[src/rtl/evt_pulse_gen.sv]
// Burst pulse generator: emits N single-cycle evt_out pulses spaced by P clocks per request.
// Optional EVT_PULSE_GEN_SENT_COUNT_EN adds a wrapping count of pulses emitted since reset.
module evt_pulse_gen #(
    parameter  int MAX_COUNT = 115_200,
    parameter  int PERIOD_W  = 16,
    localparam int CW        = $clog2(MAX_COUNT)
) (
    input  logic                clk_in,
    input  logic                rst_n_in,
    input  logic                req_valid_in,
    output logic                req_ready_out,
    input  logic [CW-1:0]       count_in,
    input  logic [PERIOD_W-1:0] period_in,
    input  logic                abort_in,
    output logic                evt_out,
    output logic                busy_out,
    output logic [CW-1:0]       remaining_out,
    output logic                done_out
`ifdef EVT_PULSE_GEN_SENT_COUNT_EN
    ,
    output logic [CW-1:0]       sent_count_out
`endif
);

    localparam logic [CW-1:0] CNT_MAX = CW'(MAX_COUNT - 1);

    typedef enum logic [1:0] {IDLE, RUN, DONE} state_t;

    state_t              state, state_nxt;
    logic [CW-1:0]       remaining;
    logic [PERIOD_W-1:0] per_cnt;
    logic [PERIOD_W-1:0] per_reload;
    logic [CW-1:0]       count_eff;
    logic [PERIOD_W-1:0] period_m1;
    logic                handshake;
    logic                pulse;
    logic                last;

    assign count_eff = (count_in > CNT_MAX) ? CNT_MAX : count_in;
    // Period 0 behaves as 1, so the reload value saturates at 0.
    assign period_m1 = (period_in == '0) ? '0 : period_in - 1'b1;
    assign handshake = req_valid_in && (state == IDLE);
    // Abort is combinational so a pulse landing in the abort cycle is suppressed.
    assign pulse     = (state == RUN) && (per_cnt == '0) && !abort_in;
    assign last      = pulse && (remaining == CW'(1));

    always_ff @(posedge clk_in or negedge rst_n_in) begin
        if (!rst_n_in) state <= IDLE;
        else           state <= state_nxt;
    end

    always_comb begin
        state_nxt     = state;
        req_ready_out = 1'b0;
        busy_out      = 1'b0;
        done_out      = 1'b0;
        case (state)
            IDLE: begin
                req_ready_out = 1'b1;
                if (handshake) state_nxt = (count_eff == '0) ? DONE : RUN;
            end
            RUN: begin
                busy_out = 1'b1;
                if (abort_in || last) state_nxt = DONE;
            end
            DONE: begin
                done_out  = 1'b1;
                state_nxt = IDLE;
            end
            default: state_nxt = IDLE;
        endcase
    end

    always_ff @(posedge clk_in or negedge rst_n_in) begin
        if (!rst_n_in) begin
            remaining  <= '0;
            per_cnt    <= '0;
            per_reload <= '0;
        end else begin
            case (state)
                IDLE: if (handshake) begin
                    remaining  <= count_eff;
                    per_cnt    <= '0;
                    per_reload <= period_m1;
                end
                RUN: begin
                    if (abort_in) begin
                        remaining <= '0;
                    end else if (pulse) begin
                        remaining <= remaining - 1'b1;
                        per_cnt   <= per_reload;
                    end else begin
                        per_cnt <= per_cnt - 1'b1;
                    end
                end
                default: begin
                    remaining <= '0;
                    per_cnt   <= '0;
                end
            endcase
        end
    end

    assign evt_out       = pulse;
    assign remaining_out = remaining;

`ifdef EVT_PULSE_GEN_SENT_COUNT_EN
    logic [CW-1:0] sent_count;

    // Wraps at MAX_COUNT so it tracks a downstream counter of the same modulus.
    always_ff @(posedge clk_in or negedge rst_n_in) begin
        if (!rst_n_in)   sent_count <= '0;
        else if (pulse)  sent_count <= (sent_count == CNT_MAX) ? '0 : sent_count + 1'b1;
    end

    assign sent_count_out = sent_count;
`endif

endmodule
[config.mk]
export PLATFORM = sky130hd
export DESIGN_NAME = evt_pulse_gen
export DESIGN_NICKNAME = d
export VERILOG_FILES = /design/src/rtl/evt_pulse_gen.sv
export SDC_FILE = /design/constraint.sdc
export NUM_CORES = 1
export LEC_CHECK = 0
export ABC_AREA = 0
export BUFFER_PORTS_ARGS = -buffer_cell sky130_fd_sc_hd__buf_2
export CORE_ASPECT_RATIO = 0.8
export CORE_MARGIN = 2
export CORE_UTILIZATION = 42
export CTS_BUF_LIST = sky130_fd_sc_hd__clkbuf_4
export DETAILED_ROUTE_END_ITERATION = 8
export SLEW_MARGIN = 25
export SYNTH_ARGS = -nofsm -noshare
export SYNTH_HDL_FRONTEND = slang
export SYNTH_SLANG_ARGS = --single-unit
[constraint.sdc]
create_clock -name clk_in -period 4.31 [get_ports clk_in]
set_input_delay 0.2155 -clock clk_in [delete_from_list [all_inputs] [get_ports clk_in]]
set_output_delay 0.2155 -clock clk_in [all_outputs]
set_load 0.01 [all_outputs]
==> results of run 1 <==
layout by cell type (no fill, tap or decap), types with 10 or more instances in the layout:
cell / instances
a21oi_1: 17
buf_2: 57
dfrtp_1: 51
inv_1: 10
nand2_1: 42
nand3_1: 13
nor2_1: 32
nor3_1: 19
nor4_1: 16
o21ai_1: 25
o22ai_1: 10
power by group through the flow:
stage / combinational [W] / sequential [W] / clock [W]
3_5_place_dp: 0.00127 / 0.000914 / 0
4_1_cts: 0.00128 / 0.000905 / 0.000283
2_1_floorplan: 0.000986 / 0.000870 / 0
6_report: 0.00128 / 0.000909 / 0.000276
3_3_place_gp: 0.00126 / 0.000913 / 0
5_1_grt: 0.00143 / 0.000941 / 0.000301
state kept, by name, summed over array words and instances, names as in the netlist:
| signal | flops |
|---|---|
| per_cnt | 16 |
| per_reload | 16 |
| remaining_out | 17 |
| state | 2 |
layer usage:
metal  GRT usage, %  vias to the layer above  wire [um]
met4           3.59                        0         82
li1               -                     1509          -
met5              0                        -          0
met3           3.54                       10        443
met2           29.0                       81       3680
met1           34.6                     1506       4580
logic make-up after synthesis:
logic type      Yosys count  share of synthesized area, %
mux                       2                         0.649
simple gates            163                          27.1
xor+xnor                 15                          4.01
buf+inv                  32                          4.65
fa+ha+maj                 4                          1.53
compound gates          111                          23.2
flops                    51                          38.9
synth_stat cells (all sizes together) (2+ instances only):
library cell	instances	area [sq um]
dfrtp	51	1280
nand2	43	164
o21ai	35	179
nor2	33	124
a21oi	19	103
nor3	19	95.1
nor4	19	155
clkbuf	14	52.6
nand3	14	82.6
inv	10	37.5
o22ai	10	62.6
o31ai	9	67.6
buf	8	62.6
xnor2	8	70.1
o211ai	7	52.6
xor2	7	61.3
a211oi	5	37.5
a22oi	5	37.5
a32oi	5	43.8
and2	5	35.0
or4	5	37.5
ha	4	50.1
or3	4	25.0
or3b	3	26.3
a22o	2	17.5
a31oi	2	33.8
and3	2	12.5
nand2b	2	12.5
nand3b	2	15.0
nand4	2	12.5
nand4b	2	17.5
nor2b	2	12.5
nor3b	2	15.0
nor4b	2	30.0
o2bb2ai	2	17.5
o31a	2	18.8
metrics by stage:
stage	hold WS, ns	area (sq um)	setup slack, ns
after floorplan	-0.0801	3280	1.94
after global placement	0.371	3610	1.59
after detailed placement	0.378	3610	1.53
after CTS	0.0786	3690	1.19
after global routing	0.0981	3700	0.965
final	0.0903	3700	1.21
worst max-delay path, cell delays in order (launching register included):
cell and delay [ns]:
dfrtp_1 0.44, inv_1 0.07, ha_1 0.17, or3b_1 0.51
nor4_4 0.68, nand2_2 0.31, nor2_1 0.16, buf_2 0.15
area by class of cell:
class / instances / area [sq um] / area share, %
Multi-Input combinational cell: 295 / 1860 / 50.3
Clock buffer: 5 / 37.5 / 1.02
Tap cell: 105 / 131 / 3.55
Timing Repair Buffer: 61 / 318 / 8.60
Sequential cell: 51 / 1280 / 34.5
Clock inverter: 3 / 38.8 / 1.05
Inverter: 10 / 37.5 / 1.02
worst max path at each step:
stage / from / slack (ns) / end / depth (start not counted)
3_5_place_dp: per_cnt[0]$_DFFE_PN0P_ / 1.53 / remaining_out[1]$_DFFE_PN0P_ / 7
4_1_cts: per_cnt[0]$_DFFE_PN0P_ / 1.19 / evt_out / 7
2_1_floorplan: per_cnt[0]$_DFFE_PN0P_ / 1.94 / remaining_out[1]$_DFFE_PN0P_ / 8
6_report: per_cnt[0]$_DFFE_PN0P_ / 1.21 / evt_out / 7
3_3_place_gp: per_cnt[0]$_DFFE_PN0P_ / 1.59 / remaining_out[1]$_DFFE_PN0P_ / 7
5_1_grt: per_cnt[0]$_DFFE_PN0P_ / 0.97 / evt_out / 7
timing repair:
| item | in CTS | in global routing |
|---|---|---|
| gates resized for setup | 0 | 0 |
| buffers inserted | 0 | 0 |
| hold endpoints to repair | 51 | 0 |
| hold buffers | 1 | 0 |
==> metrics.csv, run 1 <==
stage,metric,value,unit
outcome,status,finished clean,
drt,drc violations,0,
timing,RSZ-0062 raised after global routing,false,
worst_setup_path,critical path type,flip-flop to output pin,
die,die height,83.0,um
timing,final slew viol count,0,
power,sw power,0.00121,W
synth,synthesized flop and latch total,51,
synth,"EDFF count, synth",0,
power,worst vdd ir,0.317,mV
cts,CTS tree,done,
worst_setup_path,WP data required,4.09,ns
layout,layout cell share with drive strength beyond 1,20.2,%
die,# IOs,58,
synth,Mean Syn Cell Area,8.68,sq um
cts,"CTS clk-pin slew, worst paths",0.15,ns
drt,1st-iter DRT viols,209,
placement,DP HPWL,6.45,mm
grt,vias in the first global route,2782,
timing,Slew HR,38.5,%
synth,sequential share of the synthesized area,38.9,%
cts,Clock Sinks,51,
grt,Total GRT Usage,21.1,%
cts,worst skew pair latency,0.37,ns
timing,crit share post-route,71.9,%
power,Pint,0.00126,W
cts,root buf cell,clkbuf_4,
layout,final net count,465,
die,Die W,103,um
layout,"Core Util, Final",49.3,%
worst_setup_path,CP Max Fanout,12,
drt,DR vias/cell,5.86,
layout,Non-Filler Instances,530,
synth,Synth Instances,378,
synth,"Top FF cell, synth",dfrtp_1,
cts,CTS buffer count,5,
timing,Worst Skew,0.00502,ns
grt,total congestion overflow,0,
drt,Detailed Route WL,8.79,mm
die,Die Footprint,8540,sq um
hold_path,worst hold endpoint,per_reload[0]$_DFFE_PN0P_,
drt,TritonRoute pass-1 iters,4,
timing,worst-margin pin slew,0.923,ns
hold_path,Hold Path Class,primary input to flip-flop,
timing,Max Fclk,0.323,GHz
die,# rows,28,
synth,syn_nets,419,
layout,Layout area overhead,12.7,%
timing,Final Critical Period,3.10,ns
power,Clock power frac,11.2,%
timing,Fin. Hold Viols,0,
placement,placed insts,521,
hold_path,hold path depth,2,
power,Sw Ratio,48.9,%
cts,clk buf depth,2,
die,Initial Util,43.7,%
layout,Antenna Diode Count,0,
drt,post-route antenna net violation count,0,
timing,setup violators final,0,
power,sequential power share,36.9,%
drt,WL/cell,16.6,um
job,max_cap viols,0,
power,leak pwr,1.55,nW
power,Pwr Total,0.00247,W
die,core box area,7500,sq um
power,Comb pwr share,51.9,%
worst_setup_path,CP startpoint kind,flip-flop,
worst_setup_path,Worst Setup End Kind,output pin,
layout,Fillers,730,
grt,largest net degree at the start of global routing,52,
hold_path,worst hold start,period_in[0],
synth,Yosys warning count,0,
placement,I/O Buffers,57,
worst_setup_path,r2r setup slk,1.49,ns
power,power per cell area,667,nW/um^2
placement,routability cong.,0.897,
synth,post-synthesis cell area,3280,sq um
worst_setup_path,Arrival @ worst endpoint,2.89,ns
synth,asr flop ratio synth,100,%
cts,H-tree lvl count,2,
grt,global-route wire length before repair,14.4,mm
worst_setup_path,RR Endpoint,remaining_out[1]$_DFFE_PN0P_,
worst_setup_path,RR Startpoint,per_cnt[0]$_DFFE_PN0P_,
drt,Vias,3106,
timing,Fin Setup TNS,0,ns
worst_setup_path,reg2reg path depth,7,
grt,initial antenna violation count,0,
synth,number of library cell types mapped by synthesis,62,
Note: power is estimated with default switching activity, not from simulation.
==> run 2: changes to the inputs <==
- clock period: 4.31 -> 2.9 ns (I/O delays scaled with it)
==> run 2 against run 1 <==
Combinational power is 55% higher. Final cell count is 1.3% higher. Sequential cell count stayed put. Critical path depth is 1 higher. Critical path type unchanged. Critical endpoint unchanged. Largest power group unchanged.
==> metrics.csv, run 2 (synthesized netlist as in run 1, its figures left out) <==
stage,metric,value,unit,change
drt,1st-iter DRT viols,267,,was 209
die,# IOs,58,,unchanged
timing,Final Critical Period,2.65,ns,
worst_setup_path,CP startpoint kind,flip-flop,,unchanged
power,sequential power share,36.2,%,was 36.9%
drt,Met2 Wirelength,3.82,mm,was 3.68 mm
grt,largest net degree at the start of global routing,28,,was 52
die,core box area,7500,sq um,unchanged
hold_path,Hold Path Class,primary input to flip-flop,,unchanged
cts,root buf cell,clkbuf_4,,unchanged
cts,Post-CTS Repair Setup Buffers,0,,unchanged
power,Pint,0.00192,W,was 0.00126 W
drt,TritonRoute pass-1 iters,5,,was 4
timing,Fin Setup TNS,0,ns,unchanged
timing,Max Fclk,0.378,GHz,
cts,"CTS clk-pin slew, worst paths",0.15,ns,about the same
drt,DR vias/cell,5.83,,was 5.86
drt,top layer in use,met4,,unchanged
grt,vias in the first global route,2892,,"was 2,782"
layout,"commonest cells after routing, fill and taps aside","57 x buf_2, 51 x dfrtp_1, 42 x nand2_1",,unchanged
cts,Clock Sinks,51,,unchanged
power,Clock power frac,10.8,%,was 11.2%
power,power per cell area,997,nW/um^2,was 667 nW/um^2
layout,sequential cell area,1280,sq um,unchanged
drt,met3 routed wirelength,559,um,was 443 um
layout,Layout area overhead,14.3,%,was 12.7%
job,max_cap viols,0,,unchanged
drt,post-route antenna net violation count,0,,unchanged
power,sw power,0.00182,W,was 0.00121 W
timing,worst-margin pin slew,0.647,ns,was 0.923 ns
drt,WL/cell,16.7,um,was 16.6 um
grt,initial antenna violation count,0,,unchanged
cts,clk buf depth,2,,unchanged
cts,CTS tree,done,,unchanged
worst_setup_path,WP data required,2.76,ns,was 4.09 ns
worst_setup_path,CP Max Fanout,12,,unchanged
cts,Resized cells post-CTS,0,,unchanged
timing,setup ws final,0.254,ns,was 1.21 ns
drt,Vias,3133,,"was 3,106"
power,Comb pwr share,53.0,%,was 51.9%
worst_setup_path,critical path type,flip-flop to output pin,,unchanged
die,# rows,28,,unchanged
worst_setup_path,Arrival @ worst endpoint,2.50,ns,was 2.89 ns
timing,Slew HR,56.5,%,was 38.5%
die,die height,83.0,um,unchanged
layout,Largest register FFs,17,,unchanged
power,Sw Ratio,48.7,%,was 48.9%
placement,I/O Buffers,57,,unchanged
drt,Detailed Route WL,8.96,mm,was 8.79 mm
drt,Routed met1 length,4.55,mm,was 4.58 mm
layout,Fillers,769,,was 730
grt,total congestion overflow,0,,unchanged
placement,pre-CTS setup slack,0.515,ns,was 1.53 ns
die,Die W,103,um,unchanged
timing,Worst Skew,0.0106,ns,was 0.00502 ns
layout,Antenna Diode Count,0,,unchanged
cts,H-tree lvl count,2,,unchanged
timing,Fin. Hold Viols,0,,unchanged
die,Initial Util,43.7,%,unchanged
placement,DP HPWL,6.79,mm,was 6.45 mm
outcome,status,finished clean,,unchanged
layout,area occupied by multi-input gates,1860,sq um,about the same
layout,"commonest non-fill, non-tap cell in the layout",buf_2,,unchanged
timing,final slew viol count,0,,unchanged
grt,Total GRT Usage,21.4,%,was 21.1%
layout,layout cell share with drive strength beyond 1,21.3,%,was 20.2%
timing,setup violators final,0,,unchanged
cts,post-cts hold buffer count,1,,unchanged
layout,final net count,472,,was 465
cts,CTS buffer count,5,,unchanged
power,worst vdd ir,0.425,mV,was 0.317 mV
die,Die Footprint,8540,sq um,unchanged
cts,worst skew pair latency,0.36,ns,was 0.37 ns
grt,global-route wire length before repair,14.6,mm,was 14.4 mm
power,leak pwr,1.59,nW,was 1.55 nW
worst_setup_path,Worst Setup End Kind,output pin,,unchanged
drt,drc violations,0,,unchanged
timing,crit share post-route,91.2,%,
timing,RSZ-0062 raised after global routing,false,,unchanged
placement,routability cong.,0.954,,was 0.897
[run 2: layer usage]
layer	global-route usage, %	vias up
li1	-	1525
met1	34.0	1500
met2	30.6	104
met3	4.21	4
met4	3.11	0
met5	0	-
[run 2: critical path: stages, from the launching register on]
cell and delay [ns]:
dfrtp_1 0.44, inv_1 0.07, ha_1 0.17, or3b_1 0.43, nor4_4 0.26, buf_4 0.23, nand2_2 0.20, nor2_1 0.19
buf_2 0.15
[run 2: final timing paths]
kind / from / to / cells past startpoint / slack [ns]
max: per_cnt[0]$_DFFE_PN0P_ / evt_out / 8 / 0.25
min: period_in[0] / per_reload[0]$_DFFE_PN0P_ / 2 / 0.03
max reg2reg: per_cnt[0]$_DFFE_PN0P_ / remaining_out[1]$_DFFE_PN0P_ / 8 / 0.49
min reg2reg: per_cnt[10]$_DFFE_PN0P_ / per_cnt[10]$_DFFE_PN0P_ / 1 / 0.49
max in group asynchronous: rst_n_in / per_cnt[1]$_DFFE_PN0P_ / 3 / 1.85
min in group asynchronous: rst_n_in / remaining_out[10]$_DFFE_PN0P_ / 2 / 0.27
[run 2: final cells by class]
cell class / instances / area share (%)
Multi-Input combinational cell: 295 / 49.5
Tap cell: 105 / 3.51
Timing Repair Buffer: 68 / 9.88
Sequential cell: 51 / 34.1
Inverter: 10 / 1.00
Clock buffer: 5 / 1.00
Clock inverter: 3 / 1.04
[run 2: through the flow]
stage | hold slack [ns] | power [W] | instance area, sq um | std cells | utilization, %
global route | 0.00620 | 0.00404 | 3750 | 537 | 50.0
detailed placement | 0.168 | 0.00331 | 3660 | 528 | 48.8
finish | 0.0252 | 0.00374 | 3750 | 537 | 50.0
CTS | 0.0195 | 0.00373 | 3750 | 537 | 50.0
floorplan | -0.151 | 0.00276 | 3280 | 378 | -
global placement | 0.163 | 0.00329 | 3660 | 528 | 48.8
[run 2: power by group through the flow]
stage | Clock, W | Sequential (W) | Combinational [W]
global route | 0.000452 | 0.00140 | 0.00219
global placement | 0 | 0.00135 | 0.00194
detailed placement | 0 | 0.00136 | 0.00195
finish | 0.000405 | 0.00135 | 0.00198
CTS | 0.000419 | 0.00134 | 0.00196
floorplan | 0 | 0.00129 | 0.00147
